`config.mk`:
```
export PLATFORM = sky130hd
export DESIGN_NAME = rr_arbiter_8
export DESIGN_NICKNAME = d
export VERILOG_FILES = /design/src/rtl/rr_arbiter_8.sv
export SDC_FILE = /design/constraint.sdc
export NUM_CORES = 1
export LEC_CHECK = 0
export ABC_AREA = 1
export BUFFER_PORTS_ARGS = -buffer_cell sky130_fd_sc_hd__buf_4
export CORE_MARGIN = 5
export CORE_UTILIZATION = 60
export CTS_CLUSTER_SIZE = 25
export DETAILED_ROUTE_END_ITERATION = 10
export GPL_TIMING_DRIVEN = 0
export PLACE_DENSITY = 0.82
export SYNTH_ARGS = -nofsm -noshare
export SYNTH_HDL_FRONTEND = slang
export SYNTH_SLANG_ARGS = --single-unit
export TNS_END_PERCENT = 1
```
`constraint.sdc`:
```
create_clock -name clk -period 3.38 [get_ports clk]
set_clock_uncertainty 0.2 [all_clocks]
set_input_delay 0.338 -clock clk [delete_from_list [all_inputs] [get_ports clk]]
set_output_delay 0.338 -clock clk [all_outputs]
set_load 0.01 [all_outputs]
```
`src/rtl/rr_arbiter_8.sv`:
```
// Round-robin arbiter that shares one resource among 8 requesters, with a registered one-hot grant and index.
// A hold counter forces rotation under contention, so a holder cannot keep the resource forever while others wait.
module rr_arbiter_8 #(
  parameter int unsigned MAX_HOLD = 16,
  parameter int unsigned CNT_W    = 5
) (
  input  logic       clk,
  input  logic       rst,
  input  logic       en,
  input  logic [7:0] req,
  output logic [7:0] gnt,
  output logic [2:0] gnt_idx,
  output logic       gnt_valid
);

  typedef enum logic {IDLE, GRANT} state_e;

  state_e           state_q, state_d;
  logic [7:0]       gnt_q, gnt_d;
  logic [2:0]       idx_q, idx_d;
  logic             valid_q, valid_d;
  logic [CNT_W-1:0] hold_q, hold_d;
  logic [2:0]       ptr_q, ptr_d;
  logic [7:0]       others;
  logic             at_max;

  // First set bit of vec, searching from start upward and wrapping mod 8.
  function automatic logic [2:0] rr_pick(input logic [7:0] vec, input logic [2:0] start);
    logic [2:0] pick;
    logic [2:0] pos;
    pick = start;
    for (int k = 7; k >= 0; k--) begin
      pos = start + 3'(k);
      if (vec[pos]) pick = pos;
    end
    return pick;
  endfunction

  assign others = req & ~gnt_q;
  assign at_max = (hold_q == CNT_W'(MAX_HOLD));

  always_comb begin
    // NOTE: every signal gets a default before the case so no path leaves it unassigned (no latch).
    state_d = state_q;
    idx_d   = idx_q;
    valid_d = valid_q;
    hold_d  = hold_q;
    ptr_d   = ptr_q;

    case (state_q)
      IDLE: begin
        if (en && (req != 8'h00)) begin
          idx_d   = rr_pick(req, ptr_q);
          valid_d = 1'b1;
          hold_d  = CNT_W'(1);
          state_d = GRANT;
        end else begin
          idx_d   = 3'd0;
          valid_d = 1'b0;
          hold_d  = '0;
        end
      end
      GRANT: begin
        if (!req[idx_q]) begin
          ptr_d = idx_q + 3'd1;
          if (en && (others != 8'h00)) begin
            idx_d  = rr_pick(others, idx_q + 3'd1);
            hold_d = CNT_W'(1);
          end else begin
            idx_d   = 3'd0;
            valid_d = 1'b0;
            hold_d  = '0;
            state_d = IDLE;
          end
        end else if (at_max && en && (others != 8'h00)) begin
          // Holder has used its full share while someone else waits: rotate.
          ptr_d  = idx_q + 3'd1;
          idx_d  = rr_pick(others, idx_q + 3'd1);
          hold_d = CNT_W'(1);
        end else if (!at_max) begin
          hold_d = hold_q + CNT_W'(1);
        end
      end
      default: begin
        idx_d   = 3'd0;
        valid_d = 1'b0;
        hold_d  = '0;
        state_d = IDLE;
      end
    endcase

    gnt_d = valid_d ? (8'h01 << idx_d) : 8'h00;
  end

  always_ff @(posedge clk) begin
    // NOTE: sequential state uses non-blocking assignments so all registers update together at the edge.
    if (rst) begin
      state_q <= IDLE;
      gnt_q   <= 8'h00;
      idx_q   <= 3'd0;
      valid_q <= 1'b0;
      hold_q  <= '0;
      ptr_q   <= 3'd0;
    end else begin
      state_q <= state_d;
      gnt_q   <= gnt_d;
      idx_q   <= idx_d;
      valid_q <= valid_d;
      hold_q  <= hold_d;
      ptr_q   <= ptr_d;
    end
  end

  assign gnt       = gnt_q;
  assign gnt_idx   = idx_q;
  assign gnt_valid = valid_q;

endmodule

```
[Word level (Yosys, flattened, before mapping)]
Cells that the tools add are included.
Storage, ports and cells
  register bits after elaboration: 21
  output and inout bits: 12
  bits in latches: 0
  bits in writable memories: 0
  bits in read-only memories: 0
  memories kept: 0
Cells by class
  reductions and logical operators: 8
  bitwise logic cells: 4
  multiplexer cells: 70
  shifts and indexed selects: 1
  $lt $le $gt $ge: 17
  $mul: 0
  add/subtract/negate cells: 16
  equal/unequal tests: 3
  divide/modulo/power cells: 0
Operators with widths (count)
  3-bit by 4-bit < comparator with 1-bit output (second input constant): 17
  3-bit 2-to-1 mux: 22
  1-bit binary-select mux with 3-bit select: 17
  3-bit adder (second input constant): 8
  1-bit 2-to-1 mux: 24
  8-bit nonzero test: 2
  5-bit 2-to-1 mux: 3
  3-bit by 2-bit adder with 3-bit output (second input constant): 4
  5-bit case mux with 2 select lines: 1
  3-bit by 1-bit adder with 3-bit output (second input constant): 3
  8-bit bitwise AND: 1
  8-bit NOT: 1
  1-bit by 3-bit left shift with 8-bit output (first input constant): 1
  3-bit case mux with 2 select lines: 1
  5-bit by 1-bit adder with 5-bit output (second input constant): 1
  5-bit equality test (second input constant): 1
  1-bit logical AND: 4
  4-bit by 3-bit inequality test with 1-bit output (second input constant): 1
  1-bit case mux with 2 select lines: 2
  2-bit by 1-bit inequality test with 1-bit output (second input constant): 1
  1-bit NOT: 2
  2-bit AND reduction: 1
  2-bit OR reduction: 1

[Depth between registers and ports, before layout]
  depth in word-level cells: 16
  mapped depth: 24
  depth with buffers taken out: 23

[Worst setup path after synthesis]
Ideal clock, no wire load.
  path type: register to register
  start: reg idx_q[0] (netlist: gnt_idx[0])
  end: reg gnt_q[1] (netlist: gnt[1])
  path buffers: 2
  setup slack: 0.655 ns
  cell stages (with the launch flop): 25
  setup time: 0.117 ns
  clock period less this slack: 2.725 ns
  arrival time: 2.408 ns
  cells stage by stage: dfxtp_1 buf_6 inv_4 buf_6 ha_1 inv_2 nand2_1 nand2_1 nand3_1 nand3_1 nand2_1 nand2_1 nand2_1 nand2_1 nand2_1 nand2_1 nand2_1 nand2_1 nand2_1 nand3_1 nand3_1 nand2_2 nand2_1 nand2_1 nor2_1
On the way
  cells in the longest elaborated chain, start to end: 16
  elaborated cells between the ends (all ways): 43
  classes of those cells: add/sub: 8; shift: 1; mux: 32; bitwise: 1; reduce/logical: 1
Ends and longest elaborated chain
  start: declaration: RTL line 20  | logic [2:0] idx_q, idx_d;
  start signal: assignment: RTL line 107  | idx_q <= idx_d;
  3-bit by 1-bit adder with 3-bit output: RTL line 67, 78
  3-bit adder: RTL line 33  | pos = start + 3'(k);
  1-bit binary-select mux with 3-bit select: RTL line 34  | if (vec[pos]) pick = pos;
  1-bit 2-to-1 mux (implied by the code): RTL line 34
  3-bit 2-to-1 mux (8 in a row): RTL line 34
  3-bit 2-to-1 mux, on equally long branches: RTL line 66, 75
  3-bit 2-to-1 mux: RTL line 64  | if (!req[idx_q]) begin
  3-bit case mux with 2 select lines: RTL line 50  | case (state_q)
  1-bit by 3-bit left shift with 8-bit output: RTL line 92  | gnt_d = valid_d ? (8'h01 << idx_d) : 8'h00;
  end signal: assignment: RTL line 106  | gnt_q <= gnt_d;
  end: declaration: RTL line 19  | logic [7:0] gnt_q, gnt_d;
Parallel ways exist; a longest one is shown, timed or not. The select of a mux whose other input is x is not followed.
A chain may end at the register's enable or synchronous reset.

[Final worst setup path]
  start: reg idx_q[0] (netlist: gnt_idx[0])
  end: reg gnt_q[3] (netlist: gnt[3])
The elaborated chain is that of the path after synthesis.

==> impl_metrics.py <==
metrics = {
    "status": {
        "status": "complete, no violations",
    },
    "logic_synthesis": {
        "ys_warn_count": 0,
        "ys_types": 31,
        "synthArstFlopShare_pct": 0,
        "ys.flop_type": "dfxtp_1",
        "ys_seq_area_share_pct": 18.7,
        "synth_cells": 398,
        "syn-num-nets": 415,
        "syn_area_per_cell_um2": 5.64,
        "synth-seq-cells": 21,
        "netlist_area_um2": 2240,
        "synth-edff-count": 0,
    },
    "worst_setup_path": {
        "max_stage_delay_ns": 0.39,
        "critPathLaunch": "gnt_idx[0]$_SDFF_PP0_",
        "critical_path.top_delay_family": "simple AND/OR/NAND/NOR gates",
        "worstSetupEndpointType": "flip-flop",
        "r2r_cells": 23,
        "path_max_fanout": 10,
        "slowest_stage": "dfxtp_1",
        "cp.required_ns": 3.33,
        "path_common_cell": "nand2_1",
        "r2r_start": "gnt_idx[0]$_SDFF_PP0_",
        "worst_setup_path_start_kind": "flip-flop",
        "path_cells": "buf_6 -> inv_4 -> buf_6 -> ha_4 -> inv_4 -> nand2_1 -> nand2_1 -> nand3_1 -> nand3_1 -> nand2_1 -> nand2_1 -> nand2_1 -> nand2_1 -> nand2_1 -> nand2_1 -> nand2_1 -> nand3_1 -> nand3_1 -> nand3_1 -> nand2_2 -> nand2_1 -> nand2_1 -> nor2_1",
        "timing.rr.end": "gnt[3]$_SDFF_PP0_",
        "ff2ff_setup_slack_ns": 0.37,
        "crit_end": "gnt[3]$_SDFF_PP0_",
        "critPathBufInv": 4,
        "crit_cells": 23,
        "cp.arrival_ns": 2.96,
        "worstSetupPathType": "flip-flop to flip-flop",
    },
    "worst_hold_path": {
        "hold_path_class": "primary input to flip-flop",
    },
    "drt": {
        "via_per_inst": 5.70,
        "drt-total-wl_um": 6380,
        "vias": 2689,
        "drt-wirelength-per-cell_um": 13.5,
        "drc": 0,
        "antenna_left": 0,
        "firstDrtPassIters": 5,
        "drtIter0Drc": 276,
    },
    "finish": {
        "nets": 442,
        "finalInstanceArea_um2": 2540,
        "antenna_cells": 0,
        "drive_gt1_share_pct": 14.2,
        "layout-area-overhead-vs-synth_pct": 13.1,
    },
    "clock_tree": {
        "numCtsBuffers": 3,
        "path_clk_slew_ns": 0.07,
        "clock-sinks": 21,
        "post-cts-setup-buffers": 0,
        "clock_path_buffers": 2,
        "clock-root-buffer": "clkbuf_8",
        "postCtsHoldBufs": 0,
        "post_cts_resized": 0,
        "clk_latency_ns": 0.25,
        "htreeDepth": 1,
        "cts_tree": "done",
    },
    "floorplan": {
        "die_y_um": 71.2,
        "rows": 22,
        "die_area_um2": 5060,
        "boundaryPins": 23,
        "core-area_um2": 3630,
        "die_w_um": 71.2,
        "initial_utilization_pct": 61.8,
    },
    "timing": {
        "setup_viol": 0,
        "tightestPinTransition_ns": 0.639,
        "setup_slack_ns": 0.370,
        "slew_headroom_pct": 57.1,
        "period_needed_ns": 3.01,
        "maxClockFrequency_mhz": 332,
        "final-hold-violation-count": 0,
        "fin_crit_sh_pct": 89.1,
        "maxSlewViolCount": 0,
        "setup_tns_ns": 0,
        "rsz0062_at_grt": "false",
    },
    "power": {
        "ir_drop_uv": 440,
        "p_leak_nw": 1.30,
        "powerDensity_nw_per_um2": 675,
    },
    "place": {
        "dp_hpwl_um": 5120,
        "dp_worst_setup_slack_ns": 0.195,
        "io_buffers": 22,
        "placed_cell_area_um2": 2470,
        "globalplace.congestion": 0.977,
    },
    "run": {
        "cap_violations": 0,
    },
    "global_routing": {
        "grt_pass1_wl_um": 10800,
        "grt_pass1_vias": 2415,
        "grt-ovfl-total": 0,
        "grt_max_degree": 12,
        "antenna_found_initial": 0,
        "grtUsageTotal_pct": 25.6,
    },
}
placed cells by master (no fill, tap or decap), types with 3 or more instances in the layout:
cell type,n
nand2_1,124
nand3_1,86
inv_1,47
buf_4,24
a21oi_1,24
nor2_1,23
dfxtp_1,21
o21ai_0,11
inv_2,5
o21ai_2,5
nand2_2,5
nand3_2,5
ha_1,5
buf_6,4
xor2_1,4
nor4_1,3
clkbuf_8,3
kinds of logic after synthesis:
family	share of synthesized area [%]
and+or+nand+nor	49.6
buffers and inverters	12.0
AOI/OAI and AO/OA	14.0
DFF	18.7
xor gates and xnor gates	2.34
adders and majority gates	3.34
flip-flops by register name (all words and copies together), names as in the netlist:
signal and flops:
gnt_valid 1, gnt_idx 3, ptr_q 3, gnt 8, state_q 1, hold_q 5
how the worst min path moves through the flow:
| stage | start | to | slack [ns] | cells past startpoint |
|---|---|---|---|---|
| 5_1_grt | rst | gnt_idx[0]$_SDFF_PP0_ | 0.09 | 2 |
| 3_5_place_dp | hold_q[1]$_SDFFE_PP0P_ | hold_q[1]$_SDFFE_PP0P_ | 0.30 | 2 |
| 2_1_floorplan | rst | gnt_idx[0]$_SDFF_PP0_ | 0.21 | 1 |
| 3_3_place_gp | hold_q[1]$_SDFFE_PP0P_ | hold_q[1]$_SDFFE_PP0P_ | 0.29 | 2 |
| 6_report | rst | gnt_idx[2]$_SDFF_PP0_ | 0.09 | 2 |
| 4_1_cts | rst | gnt_idx[2]$_SDFF_PP0_ | 0.08 | 2 |
stage by stage:
| stage | hold slack (ns) | power (W) | std cells | utilization (%) |
|---|---|---|---|---|
| 5_1_grt | 0.0856 | 0.00189 | 472 | 69.9 |
| 4_1_cts | 0.0831 | 0.00166 | 472 | 69.2 |
| 2_1_floorplan | 0.207 | 0.00124 | 398 | - |
| 3_3_place_gp | 0.290 | 0.00148 | 468 | 68.0 |
| 6_report | 0.0865 | 0.00171 | 472 | 69.9 |
| 3_5_place_dp | 0.297 | 0.00150 | 468 | 68.0 |
layer usage:
| layer | global-route usage [%] | up-vias | routed length [um] |
|---|---|---|---|
| li1 | - | 1365 | - |
| met2 | 40.8 | 128 | 2740 |
| met5 | 0 | - | 0 |
| met4 | 6.89 | 0 | 98 |
| met1 | 35.7 | 1182 | 2990 |
| met3 | 3.84 | 14 | 552 |
cell type report:
type,count,area (um2)
clock buffer,4,45.0
timing repair buffer,22,165
tap,48,60.1
inverter,55,213
sequential,21,420
fill,362,1090
buffer,7,65.1
multi-input combinational,315,1570
cells in the mapped netlist, types with 3 or more instances:
cell type | count | share of area (%)
o21ai_0 | 11 | 2.5
ha_1 | 6 | 3.3
xor2_1 | 4 | 1.6
inv_1 | 47 | 7.9
nand2_2 | 4 | 1.1
dfxtp_1 | 21 | 19
buf_6 | 3 | 1.5
nand3_1 | 86 | 19
o21ai_2 | 5 | 2.0
nor4_1 | 3 | 0.84
inv_2 | 6 | 1.0
nand3_2 | 5 | 2.2
a21oi_1 | 24 | 5.4
nor2_1 | 23 | 3.8
nand2_1 | 125 | 21
where the power goes:
group / internal (W) / leakage [nW] / switching (W)
clock network: 0.0000838 / 0.0228 / 0.0000751
registers: 0.000269 / 0.171 / 0.0000299
logic: 0.000429 / 1.11 / 0.000826
total: 0.000782 / 1.30 / 0.000931
(Power assumes the default switching activity.)
